File: src/rtl/alu_pkg.sv
// Shared types and constants for the two-port ALU arbiter.
// Pure declarations, no logic or latency.
// No flow control here; the decoder helper is combinational.
package alu_pkg;

  localparam int DATA_W = 32;

  localparam logic [6:0] OP_RTYPE = 7'b0110011;
  localparam logic [6:0] OP_ITYPE = 7'b0010011;

  typedef enum logic [3:0] {
    ALU_ADD  = 4'd0,
    ALU_SUB  = 4'd1,
    ALU_SLL  = 4'd2,
    ALU_SLT  = 4'd3,
    ALU_SLTU = 4'd4,
    ALU_XOR  = 4'd5,
    ALU_SRL  = 4'd6,
    ALU_SRA  = 4'd7,
    ALU_OR   = 4'd8,
    ALU_AND  = 4'd9
  } alu_control_t;

  // Round-robin memory: which requester was accepted most recently.
  typedef enum logic {
    LAST0 = 1'b0,
    LAST1 = 1'b1
  } last_grant_t;

  // RV32I OP / OP-IMM decoder. SUB exists only for R-type; SRA is picked by
  // instruction bit 30 for both forms. Anything that is not OP/OP-IMM adds.
  function automatic alu_control_t alu_decode(input logic [6:0] opcode,
                                              input logic [2:0] funct3,
                                              input logic       funct7_bit5);
    alu_control_t ctl;
    ctl = ALU_ADD;
    if (opcode == OP_RTYPE || opcode == OP_ITYPE) begin
      case (funct3)
        3'b000:  ctl = (opcode == OP_RTYPE && funct7_bit5) ? ALU_SUB : ALU_ADD;
        3'b001:  ctl = ALU_SLL;
        3'b010:  ctl = ALU_SLT;
        3'b011:  ctl = ALU_SLTU;
        3'b100:  ctl = ALU_XOR;
        3'b101:  ctl = funct7_bit5 ? ALU_SRA : ALU_SRL;
        3'b110:  ctl = ALU_OR;
        default: ctl = ALU_AND;
      endcase
    end
    return ctl;
  endfunction

endpackage

File: src/rtl/alu_arbiter_if.sv
// Request/response bundle for both requester ports of the ALU arbiter.
// Wiring only, no latency.
// Each port uses valid/ready on requests and valid/ready on responses.
interface alu_arbiter_if;
  import alu_pkg::*;

  logic              req0_valid;
  logic              req0_ready;
  logic [6:0]        req0_opcode;
  logic [2:0]        req0_funct3;
  logic              req0_funct7_bit5;
  logic [DATA_W-1:0] req0_a;
  logic [DATA_W-1:0] req0_b;
  logic              rsp0_valid;
  logic              rsp0_ready;
  logic [DATA_W-1:0] rsp0_result;

  logic              req1_valid;
  logic              req1_ready;
  logic [6:0]        req1_opcode;
  logic [2:0]        req1_funct3;
  logic              req1_funct7_bit5;
  logic [DATA_W-1:0] req1_a;
  logic [DATA_W-1:0] req1_b;
  logic              rsp1_valid;
  logic              rsp1_ready;
  logic [DATA_W-1:0] rsp1_result;

  // Requester side: issues operations, consumes results.
  modport master (
    output req0_valid, req0_opcode, req0_funct3, req0_funct7_bit5, req0_a, req0_b, rsp0_ready,
    output req1_valid, req1_opcode, req1_funct3, req1_funct7_bit5, req1_a, req1_b, rsp1_ready,
    input  req0_ready, rsp0_valid, rsp0_result,
    input  req1_ready, rsp1_valid, rsp1_result
  );

  // Arbiter side: accepts operations, holds results.
  modport slave (
    input  req0_valid, req0_opcode, req0_funct3, req0_funct7_bit5, req0_a, req0_b, rsp0_ready,
    input  req1_valid, req1_opcode, req1_funct3, req1_funct7_bit5, req1_a, req1_b, rsp1_ready,
    output req0_ready, rsp0_valid, rsp0_result,
    output req1_ready, rsp1_valid, rsp1_result
  );

endinterface

File: src/rtl/alu_core.sv
// Combinational RV32I integer ALU selected by a 4-bit control code.
// Zero latency; purely combinational.
// No flow control; caller registers the result.
module alu_core
  import alu_pkg::*;
(
  input  alu_control_t      alu_control,
  input  logic [DATA_W-1:0] a,
  input  logic [DATA_W-1:0] b,
  output logic [DATA_W-1:0] result
);

  logic [4:0] shamt;
  assign shamt = b[4:0];

  // Result mux; unused control codes fall back to addition.
  always_comb begin
    result = a + b;
    case (alu_control)
      ALU_ADD:  result = a + b;
      ALU_SUB:  result = a - b;
      ALU_SLL:  result = a << shamt;
      ALU_SLT:  result = {{(DATA_W-1){1'b0}}, ($signed(a) < $signed(b))};
      ALU_SLTU: result = {{(DATA_W-1){1'b0}}, (a < b)};
      ALU_XOR:  result = a ^ b;
      ALU_SRL:  result = a >> shamt;
      ALU_SRA:  result = $unsigned($signed(a) >>> shamt);
      ALU_OR:   result = a | b;
      ALU_AND:  result = a & b;
      default:  result = a + b;
    endcase
  end

endmodule

File: src/rtl/alu_arbiter.sv
// Two requesters share one ALU through a round-robin arbiter; results are registered per port.
// Latency 1 cycle: an op accepted at edge t is visible on rspN_* from edge t onward.
// A port is not granted while its held result is unconsumed, unless it is drained the same cycle.
module alu_arbiter
  import alu_pkg::*;
#(
  parameter int NUM_REQ = 2  // only 2 is supported
) (
  input  logic              clk,
  input  logic              rst,
  alu_arbiter_if.slave      bus,
  output logic [DATA_W-1:0] op_count
);

  logic [NUM_REQ-1:0] elig;
  logic [NUM_REQ-1:0] grant;
  last_grant_t        state;
  last_grant_t        state_nxt;

  logic              accept0;
  logic              accept1;
  logic [6:0]        sel_opcode;
  logic [2:0]        sel_funct3;
  logic              sel_funct7_bit5;
  logic [DATA_W-1:0] sel_a;
  logic [DATA_W-1:0] sel_b;
  alu_control_t      alu_ctl;
  logic [DATA_W-1:0] alu_result;

  logic              rsp0_valid_q;
  logic              rsp1_valid_q;
  logic [DATA_W-1:0] rsp0_result_q;
  logic [DATA_W-1:0] rsp1_result_q;

  // A port may take a new op if its result slot is empty or is being drained now.
  assign elig[0] = bus.req0_valid & (~rsp0_valid_q | bus.rsp0_ready);
  assign elig[1] = bus.req1_valid & (~rsp1_valid_q | bus.rsp1_ready);

  // Round-robin memory; reset favours requester 0 on the first tie.
  always_ff @(posedge clk) begin
    if (rst) state <= LAST1;
    else     state <= state_nxt;
  end

  // Grant selection and next round-robin state; nothing is granted during reset.
  always_comb begin
    grant     = '0;
    state_nxt = state;
    if (!rst) begin
      case (elig)
        2'b01:   grant = 2'b01;
        2'b10:   grant = 2'b10;
        2'b11:   grant = (state == LAST1) ? 2'b01 : 2'b10;
        default: grant = '0;
      endcase
    end
    // A grant always coincides with valid, so a grant is an acceptance.
    if (grant[0])      state_nxt = LAST0;
    else if (grant[1]) state_nxt = LAST1;
  end

  assign bus.req0_ready = grant[0];
  assign bus.req1_ready = grant[1];
  assign accept0        = bus.req0_valid & grant[0];
  assign accept1        = bus.req1_valid & grant[1];

  // Route the granted requester's fields into the shared decoder and ALU.
  always_comb begin
    sel_opcode      = bus.req0_opcode;
    sel_funct3      = bus.req0_funct3;
    sel_funct7_bit5 = bus.req0_funct7_bit5;
    sel_a           = bus.req0_a;
    sel_b           = bus.req0_b;
    if (grant[1]) begin
      sel_opcode      = bus.req1_opcode;
      sel_funct3      = bus.req1_funct3;
      sel_funct7_bit5 = bus.req1_funct7_bit5;
      sel_a           = bus.req1_a;
      sel_b           = bus.req1_b;
    end
    alu_ctl = alu_decode(sel_opcode, sel_funct3, sel_funct7_bit5);
  end

  alu_core u_alu_core (
    .alu_control (alu_ctl),
    .a           (sel_a),
    .b           (sel_b),
    .result      (alu_result)
  );

  // Port 0 result slot: load on accept (even while draining), clear on drain alone.
  always_ff @(posedge clk) begin
    if (rst) begin
      rsp0_valid_q  <= 1'b0;
      rsp0_result_q <= '0;
    end else if (accept0) begin
      rsp0_valid_q  <= 1'b1;
      rsp0_result_q <= alu_result;
    end else if (bus.rsp0_ready) begin
      rsp0_valid_q  <= 1'b0;
    end
  end

  // Port 1 result slot: same policy as port 0.
  always_ff @(posedge clk) begin
    if (rst) begin
      rsp1_valid_q  <= 1'b0;
      rsp1_result_q <= '0;
    end else if (accept1) begin
      rsp1_valid_q  <= 1'b1;
      rsp1_result_q <= alu_result;
    end else if (bus.rsp1_ready) begin
      rsp1_valid_q  <= 1'b0;
    end
  end

  assign bus.rsp0_valid  = rsp0_valid_q;
  assign bus.rsp0_result = rsp0_result_q;
  assign bus.rsp1_valid  = rsp1_valid_q;
  assign bus.rsp1_result = rsp1_result_q;

  // Accepted-operation counter; at most one acceptance per cycle, wraps naturally.
  always_ff @(posedge clk) begin
    if (rst)                    op_count <= '0;
    else if (accept0 | accept1) op_count <= op_count + 32'd1;
  end

endmodule

File: src/flat_wrapper.sv
// flat-port wrapper written by rule: the top's interface ports become plain ports
module alu_arbiter_flat import alu_pkg::*;
#(
  parameter int NUM_REQ = 2                        
)
  (clk, rst, op_count, bus_req0_valid, bus_req0_opcode, bus_req0_funct3, bus_req0_funct7_bit5, bus_req0_a, bus_req0_b, bus_rsp0_ready, bus_req1_valid, bus_req1_opcode, bus_req1_funct3, bus_req1_funct7_bit5, bus_req1_a, bus_req1_b, bus_rsp1_ready, bus_req0_ready, bus_rsp0_valid, bus_rsp0_result, bus_req1_ready, bus_rsp1_valid, bus_rsp1_result);
  alu_arbiter_if bus_i ();
  input  logic clk;
  input  logic rst;
  output logic [DATA_W-1:0] op_count;
  input wire logic [$bits(bus_i.req0_valid)-1:0] bus_req0_valid;
  input wire logic [$bits(bus_i.req0_opcode)-1:0] bus_req0_opcode;
  input wire logic [$bits(bus_i.req0_funct3)-1:0] bus_req0_funct3;
  input wire logic [$bits(bus_i.req0_funct7_bit5)-1:0] bus_req0_funct7_bit5;
  input wire logic [$bits(bus_i.req0_a)-1:0] bus_req0_a;
  input wire logic [$bits(bus_i.req0_b)-1:0] bus_req0_b;
  input wire logic [$bits(bus_i.rsp0_ready)-1:0] bus_rsp0_ready;
  input wire logic [$bits(bus_i.req1_valid)-1:0] bus_req1_valid;
  input wire logic [$bits(bus_i.req1_opcode)-1:0] bus_req1_opcode;
  input wire logic [$bits(bus_i.req1_funct3)-1:0] bus_req1_funct3;
  input wire logic [$bits(bus_i.req1_funct7_bit5)-1:0] bus_req1_funct7_bit5;
  input wire logic [$bits(bus_i.req1_a)-1:0] bus_req1_a;
  input wire logic [$bits(bus_i.req1_b)-1:0] bus_req1_b;
  input wire logic [$bits(bus_i.rsp1_ready)-1:0] bus_rsp1_ready;
  output wire logic [$bits(bus_i.req0_ready)-1:0] bus_req0_ready;
  output wire logic [$bits(bus_i.rsp0_valid)-1:0] bus_rsp0_valid;
  output wire logic [$bits(bus_i.rsp0_result)-1:0] bus_rsp0_result;
  output wire logic [$bits(bus_i.req1_ready)-1:0] bus_req1_ready;
  output wire logic [$bits(bus_i.rsp1_valid)-1:0] bus_rsp1_valid;
  output wire logic [$bits(bus_i.rsp1_result)-1:0] bus_rsp1_result;
  assign bus_i.req0_valid = bus_req0_valid;
  assign bus_i.req0_opcode = bus_req0_opcode;
  assign bus_i.req0_funct3 = bus_req0_funct3;
  assign bus_i.req0_funct7_bit5 = bus_req0_funct7_bit5;
  assign bus_i.req0_a = bus_req0_a;
  assign bus_i.req0_b = bus_req0_b;
  assign bus_i.rsp0_ready = bus_rsp0_ready;
  assign bus_i.req1_valid = bus_req1_valid;
  assign bus_i.req1_opcode = bus_req1_opcode;
  assign bus_i.req1_funct3 = bus_req1_funct3;
  assign bus_i.req1_funct7_bit5 = bus_req1_funct7_bit5;
  assign bus_i.req1_a = bus_req1_a;
  assign bus_i.req1_b = bus_req1_b;
  assign bus_i.rsp1_ready = bus_rsp1_ready;
  assign bus_req0_ready = bus_i.req0_ready;
  assign bus_rsp0_valid = bus_i.rsp0_valid;
  assign bus_rsp0_result = bus_i.rsp0_result;
  assign bus_req1_ready = bus_i.req1_ready;
  assign bus_rsp1_valid = bus_i.rsp1_valid;
  assign bus_rsp1_result = bus_i.rsp1_result;
  alu_arbiter #(.NUM_REQ(NUM_REQ)) u_core (.clk(clk), .rst(rst), .bus(bus_i), .op_count(op_count));
endmodule
File: config.mk
export PLATFORM = sky130hd
export DESIGN_NAME = alu_arbiter_flat
export DESIGN_NICKNAME = d
export VERILOG_FILES = /design/src/rtl/alu_pkg.sv /design/src/rtl/alu_arbiter_if.sv /design/src/rtl/alu_core.sv /design/src/rtl/alu_arbiter.sv /design/src/flat_wrapper.sv
export SDC_FILE = /design/constraint.sdc
export NUM_CORES = 1
export LEC_CHECK = 0
export CORE_MARGIN = 5
export CORE_UTILIZATION = 35
export DETAILED_ROUTE_END_ITERATION = 10
export HOLD_SLACK_MARGIN = 0.15
export PLACE_DENSITY = 0.65
export SETUP_SLACK_MARGIN = 0.3
export SLEW_MARGIN = 0
export SYNTH_ARGS = -nofsm -noshare
export SYNTH_HDL_FRONTEND = slang
export SYNTH_HIERARCHICAL = 1
export SYNTH_SLANG_ARGS = --single-unit
export TNS_END_PERCENT = 5
File: constraint.sdc
create_clock -name clk -period 16.6 [get_ports clk]
set_input_delay 4.15 -clock clk [delete_from_list [all_inputs] [get_ports clk]]
set_output_delay 4.15 -clock clk [all_outputs]
set_load 0.02 [all_outputs]
==> flow_summary.toml, run 1 <==
[outcome]
status = "completed"

[die]
fp.dieArea_sq_um = 43800
coreArea_sq_um = 39500
start_util_pct = 35.2
num_rows = 73
fp.dieH_um = 209
io_pins = 256
die_w_um = 209

[placement]
place_ws_ns = 5.56
gp_congestion = 0.984
placed_area_sq_um = 16700
hpwl_mm = 46.0
numPortBuffers = 255

[cells_and_area]
utilization_pct = 43.1
area_delta_synth_final_pct = 22.5
diodes = 0
drive_above_1_share_pct = 8.74
nFillCells = 4040
final_nets = 2299
stdcell_area_sq_um = 17000

[synth]
yosys_warnings = 6
synth_cell_types = 95
yosysMostFrequentCell = "nand2_1"
synth_fp_nets = 2159
postSynth.asyncResetShare_pct = 0
synthCells = 1903
synthTopCellsByArea = "dfxtp_1 14%, ha_1 8.8%, a21oi_1 7.4%"
synth-seq-area-share_pct = 14.3
synth_seq_cells = 99
synth_top_area_cell = "dfxtp_1"
synth-edff-count = 0
synth_area_per_cell_sq_um = 7.31
syn-cell-area_sq_um = 13900
synth_commonest_cells = "270 x nand2_1, 207 x a21oi_1, 131 x nor2_1"
synth_ff_type = "dfxtp_1"
synth_top_area_share_pct = 14.3

[power]
peakVddDrop_v = 0.0000431
p_clk_share_pct = 21.2
p_leak_nw = 6.58
swShare_pct = 42.7
pwr_density_cell_nw_per_um2 = 67.4
p_int_uw = 658
combinationalPowerShare_pct = 55.3
power.share.sequential_pct = 23.4
finalPower_mw = 1.15
p_switching_uw = 491

[cts]
clockRootBuffer = "clkbuf_16"
clock_latency_ns = 0.34
clkTransAtPathRegs_ns = 0.07
tritoncts = "built"
hold_buffers = 0
htree_levels = 3
clock_path_buffers = 2
clkSinkCount = 99
cts_buffers = 9
cts-resized-gates = 0
cts_setup_buffers = 0

[timing]
final_hold_viol_count = 0
setup_ws_ns = 5.62
fin_skew_ns = 0.00466
slew_violations = 0
fin_crit_sh_pct = 66.2
tightest_slew_ns = 1.13
clock.fmax_ghz = 0.0910
maxSlewHeadroom_pct = 22.6
totalNegativeSetupSlack_ns = 0
finalSetupViolCount = 0
rsz0062_at_grt = "no"
fin_crit_ns = 10.98

[worst_setup_path]
cpPeakStageDelay_ns = 0.64
path_buf_inv = 4
cp_top_family = "buffers and inverters"
arrival_ns = 6.83
setup.worst_path.end_class = "output port"
cpMaxStageDelayCell = "clkdlybuf4s50_1"
critical_path_class = "primary input to output port"
crit_required_ns = 12.45
critPathMaxFanout = 37
startpoint_type = "primary input"
cpMostUsedCell = "clkdlybuf4s50_1"
cp_cell_sequence = "clkdlybuf4s50_1 -> nand2b_1 -> a311oi_4 -> buf_4 -> nand2_4 -> inv_1 -> clkdlybuf4s50_1"

[global_route]
track_usage_pct = 25.9
grt_pass1_wl_mm = 90.8
grt_pass1_vias = 14718
grt-ovfl-total = 0
grt_max_degree = 87
antenna_found_initial = 0

[route]
drt-initial-drc-count = 1522
vias = 15435
drc = 0
antenna_left = 0
routed_wl_mm = 60.1
drt_pass1_iterations = 5
wire_per_inst_um = 23.4
viasPerCell = 6.00

[flow_run]
maxCapViolations = 0

[hold_path]
hold_path_class = "register to register"
[flip-flops by register name (all words and copies together) (netlist names)]
name	count
u_core/bus.rsp0_result	32
u_core/bus.rsp1_result	32
u_core/op_count	32
u_core/bus.rsp0_valid	1
u_core/bus.rsp1_valid	1
u_core/state	1
[final timing paths]
kind	slack (ns)	start	to	cells after the start
worst max-delay path	5.62	bus_rsp0_ready	bus_req1_ready	7
worst min-delay path	0.46	u_core/bus.rsp1_result[17]$_SDFFE_PP0P_	u_core/bus.rsp1_result[17]$_SDFFE_PP0P_	2
worst max register to register	9.75	u_core/bus.rsp1_valid$_SDFFE_PP0P_	u_core/bus.rsp0_result[28]$_SDFFE_PP0P_	20
worst min register to register	0.46	u_core/bus.rsp1_result[17]$_SDFFE_PP0P_	u_core/bus.rsp1_result[17]$_SDFFE_PP0P_	2
[cell usage in the layout, fill, tap and decap left out, drive strengths merged, types with 14 or more instances in the layout]
| cell type | n |
|---|---|
| mux2 | 104 |
| nor2b | 23 |
| nor4 | 27 |
| a21o | 24 |
| clkdlybuf4s50 | 254 |
| o211ai | 42 |
| a21oi | 208 |
| a221oi | 16 |
| nor2 | 132 |
| a22oi | 27 |
| nor3 | 31 |
| a211oi | 30 |
| nand3 | 30 |
| mux4 | 33 |
| nand2 | 271 |
| o21ai | 107 |
| dfxtp | 99 |
| or4 | 14 |
| inv | 110 |
| a31oi | 17 |
| ha | 98 |
| mux2i | 76 |
| o31ai | 21 |
| buf | 28 |
[logic make-up after synthesis]
family                     Yosys count  share of synthesized area [%]
muxes                              213                           19.3
buffers and inverters              266                           8.01
DFF                                 99                           14.3
xor gates and xnor gates             9                          0.567
AOI/OAI and AO/OA                  614                           28.8
adders and majority gates          100                           9.10
and+or+nand+nor                    602                           19.9
[through the flow]
stage	cells	hold slack [ns]
6_report	2573	0.456
5_1_grt	2573	0.477
4_1_cts	2573	0.459
3_5_place_dp	2557	0.449
3_3_place_gp	2557	0.444
2_1_floorplan	1903	0.535
[area by class of cell]
type	count	area (sq um)	share of cell area, %
Multi-Input combinational cell	1538	10900	63.8
Sequential cell	99	1980	11.6
Clock inverter	6	113	0.661
Tap cell	525	657	3.86
Clock buffer	10	239	1.40
Timing Repair Buffer	282	2750	16.2
Inverter	113	424	2.49
[per-layer routing]
layer / up-vias / global-route usage (%) / part of all wire (%)
li1: 7272 / - / -
met1: 7450 / 34.7 / 43
met2: 627 / 44.5 / 48
met3: 86 / 3.26 / 6.2
met4: 0 / 6.46 / 2.9
met5: - / 0 / 0
[power groups by stage]
stage	logic, mW	clock network, mW	registers (mW)
5_1_grt	0.683	0.259	0.271
3_3_place_gp	0.620	0	0.275
6_report	0.636	0.244	0.269
3_5_place_dp	0.622	0	0.275
2_1_floorplan	0.383	0	0.296
4_1_cts	0.626	0.249	0.270
[worst min-delay path, stage by stage, from the launching register on]
cell and delay, ns:
dfxtp_1 0.31, nand2_1 0.05, a21oi_1 0.05
(Power assumes the default switching activity.)
==> run 2: changes to the inputs <==
- PLACE_DENSITY: 0.65 -> 0.67
- clock period: 16.6 -> 10.06 ns (I/O delays scaled with it)
==> flow_summary.toml, run 2 (synthesis results as in run 1) <==
[cts]
htree_levels = 3
cts_setup_buffers = 0
hold_buffers = 0
clkTransAtPathRegs_ns = 0.08
tritoncts = "built"
clock_latency_ns = 0.36
clock_path_buffers = 2
cts-resized-gates = 0
cts_buffers = 9
clockRootBuffer = "clkbuf_16"
clkSinkCount = 99

[route]
antenna_left = 0
routed_wl_mm = 62.0
drt-initial-drc-count = 1805
viasPerCell = 6.12
vias = 15784
wire_per_inst_um = 24.0
drc = 0
drt_pass1_iterations = 6

[worst_setup_path]
setup.worst_path.end_class = "register"
reg2reg_depth = 18
cp_cell_sequence = "clkdlybuf4s50_1 -> nand2b_1 -> a311oi_4 -> nand2_4 -> mux2_2 -> ha_1 -> inv_1 -> fa_1 -> and2b_1 -> o2111ai_2 -> a2111oi_0 -> o311ai_1 -> nand2_1 -> a221oi_1 -> o21bai_1 -> a211oi_1 -> o32ai_1 -> nand2_1 -> a21oi_1"
crit_required_ns = 10.34
startpoint_type = "primary input"
arrival_ns = 8.39
critPathMaxFanout = 32
path_buf_inv = 2
cpMaxStageDelayCell = "a2111oi_0"
cp.depth = 19
cpPeakStageDelay_ns = 0.86
critical_path_class = "primary input to register"
cp_top_family = "compound AO/OA/AOI/OAI gates"
cpMostUsedCell = "nand2_1"

[placement]
gp_congestion = 1.03
hpwl_mm = 47.9
numPortBuffers = 255
place_ws_ns = 1.83

[hold_path]
whs_path_depth = 2
hold_path_class = "register to register"

[timing]
fin_crit_ns = 8.11
rsz0062_at_grt = "no"
hold_slack_ns = 0.455
finalSetupViolCount = 0
fin_skew_ns = 0.00793
maxSlewHeadroom_pct = 32.1
final_hold_viol_count = 0
tightest_slew_ns = 1.02
slew_violations = 0
fin_crit_sh_pct = 80.6
totalNegativeSetupSlack_ns = 0
setup_ws_ns = 1.95
clock.fmax_ghz = 0.123

[global_route]
grt_pass1_vias = 14917
antenna_found_initial = 1
grt-ovfl-total = 0
grt_max_degree = 98
grt_pass1_wl_mm = 92.5
track_usage_pct = 26.6

[power]
pwr_density_cell_nw_per_um2 = 109
power.share.sequential_pct = 24.0
p_leak_nw = 6.59
combinationalPowerShare_pct = 57.2
p_clk_share_pct = 18.8
p_int_mw = 1.01
p_switching_uw = 842
swShare_pct = 45.4
peakVddDrop_v = 0.0000790

[die]
coreArea_sq_um = 39500
fp.dieArea_sq_um = 43800
die_w_um = 209
io_pins = 256
fp.dieH_um = 209
start_util_pct = 35.2
num_rows = 73

[cells_and_area]
layout_common_cells = "269 x nand2_1, 254 x clkdlybuf4s50_1, 207 x a21oi_1, 130 x nor2_1, 109 x inv_1"
final_nets = 2305
utilization_pct = 43.0
area_delta_synth_final_pct = 22.3
diodes = 0
final_common_cell = "nand2_1"
drive_above_1_share_pct = 9.01

[flow_run]
maxCapViolations = 0

[outcome]
status = "completed"
==> run 2: cell types whose count changed in the layout (fill, tap and decap cells not counted), moves of 2 or more <==
| cell | previous run | this run |
|---|---|---|
| clkinv_4 | 2 | 0 |
| bufinv_16 | 3 | 0 |
| buf_4 | 28 | 33 |
| inv_8 | 0 | 3 |
| inv_6 | 0 | 3 |
==> run 2: area by class of cell <==
type / instances / area, sq um
clock buffer: 9 / 225
clock inverter: 7 / 65.1
fill: 4025 / 22500
inverter: 113 / 424
multi-input combinational: 1538 / 10900
sequential: 99 / 1980
tap: 525 / 657
timing repair buffer: 288 / 2800
==> run 2: final timing paths <==
check | startpoint | endpoint | slack, ns
setup reg to reg | u_core/bus.rsp0_valid$_SDFFE_PP0P_ | u_core/bus.rsp1_result[28]$_SDFFE_PP0P_ | 4.26
hold reg to reg | u_core/bus.rsp0_result[18]$_SDFFE_PP0P_ | u_core/bus.rsp0_result[18]$_SDFFE_PP0P_ | 0.46
hold / removal | u_core/bus.rsp0_result[18]$_SDFFE_PP0P_ | u_core/bus.rsp0_result[18]$_SDFFE_PP0P_ | 0.46
setup / recovery | bus_rsp0_ready | u_core/bus.rsp1_result[28]$_SDFFE_PP0P_ | 1.95
==> run 2: layer usage <==
metal	vias to the layer above	part of all wire (%)	wire (um)	GRT usage [%]
met5	-	0.021	13	0
met4	2	3.8	2370	8.64
met3	142	8.3	5130	5.29
met2	766	47	29100	44.2
met1	7613	41	25400	34.9
li1	7261	-	-	-
==> run 2: worst register-to-register path, cell delays in order (launching register included) <==
cell and delay [ns]:
dfxtp_1 0.35, nand2b_1 0.24, a311oi_4 0.43, nand2_4 0.34
mux2_2 0.49, ha_1 0.41, inv_1 0.10, fa_1 0.42
and2b_1 0.25, o2111ai_2 0.21, a2111oi_0 0.87, o311ai_1 0.25
nand2_1 0.23, a221oi_1 0.11, o21bai_1 0.30, a211oi_1 0.12
o32ai_1 0.35, nand2_1 0.10, a21oi_1 0.15
==> run 2: metrics by stage <==
stage               instance area [sq um]  power, mW  std cells
detailed placement                  16700       1.50       2563
finish                              17000       1.86       2579
floorplan                           13900       1.12       1903
global route                        17000       1.96       2579
global placement                    16700       1.49       2563
CTS                                 17000       1.85       2579
==> run 2: power by group through the flow <==
stage	registers (mW)	logic, mW	clock network, mW
2_1_floorplan	0.488	0.632	0
3_3_place_gp	0.455	1.04	0
3_5_place_dp	0.456	1.04	0
4_1_cts	0.447	1.04	0.358
5_1_grt	0.450	1.14	0.374
6_report	0.446	1.06	0.348
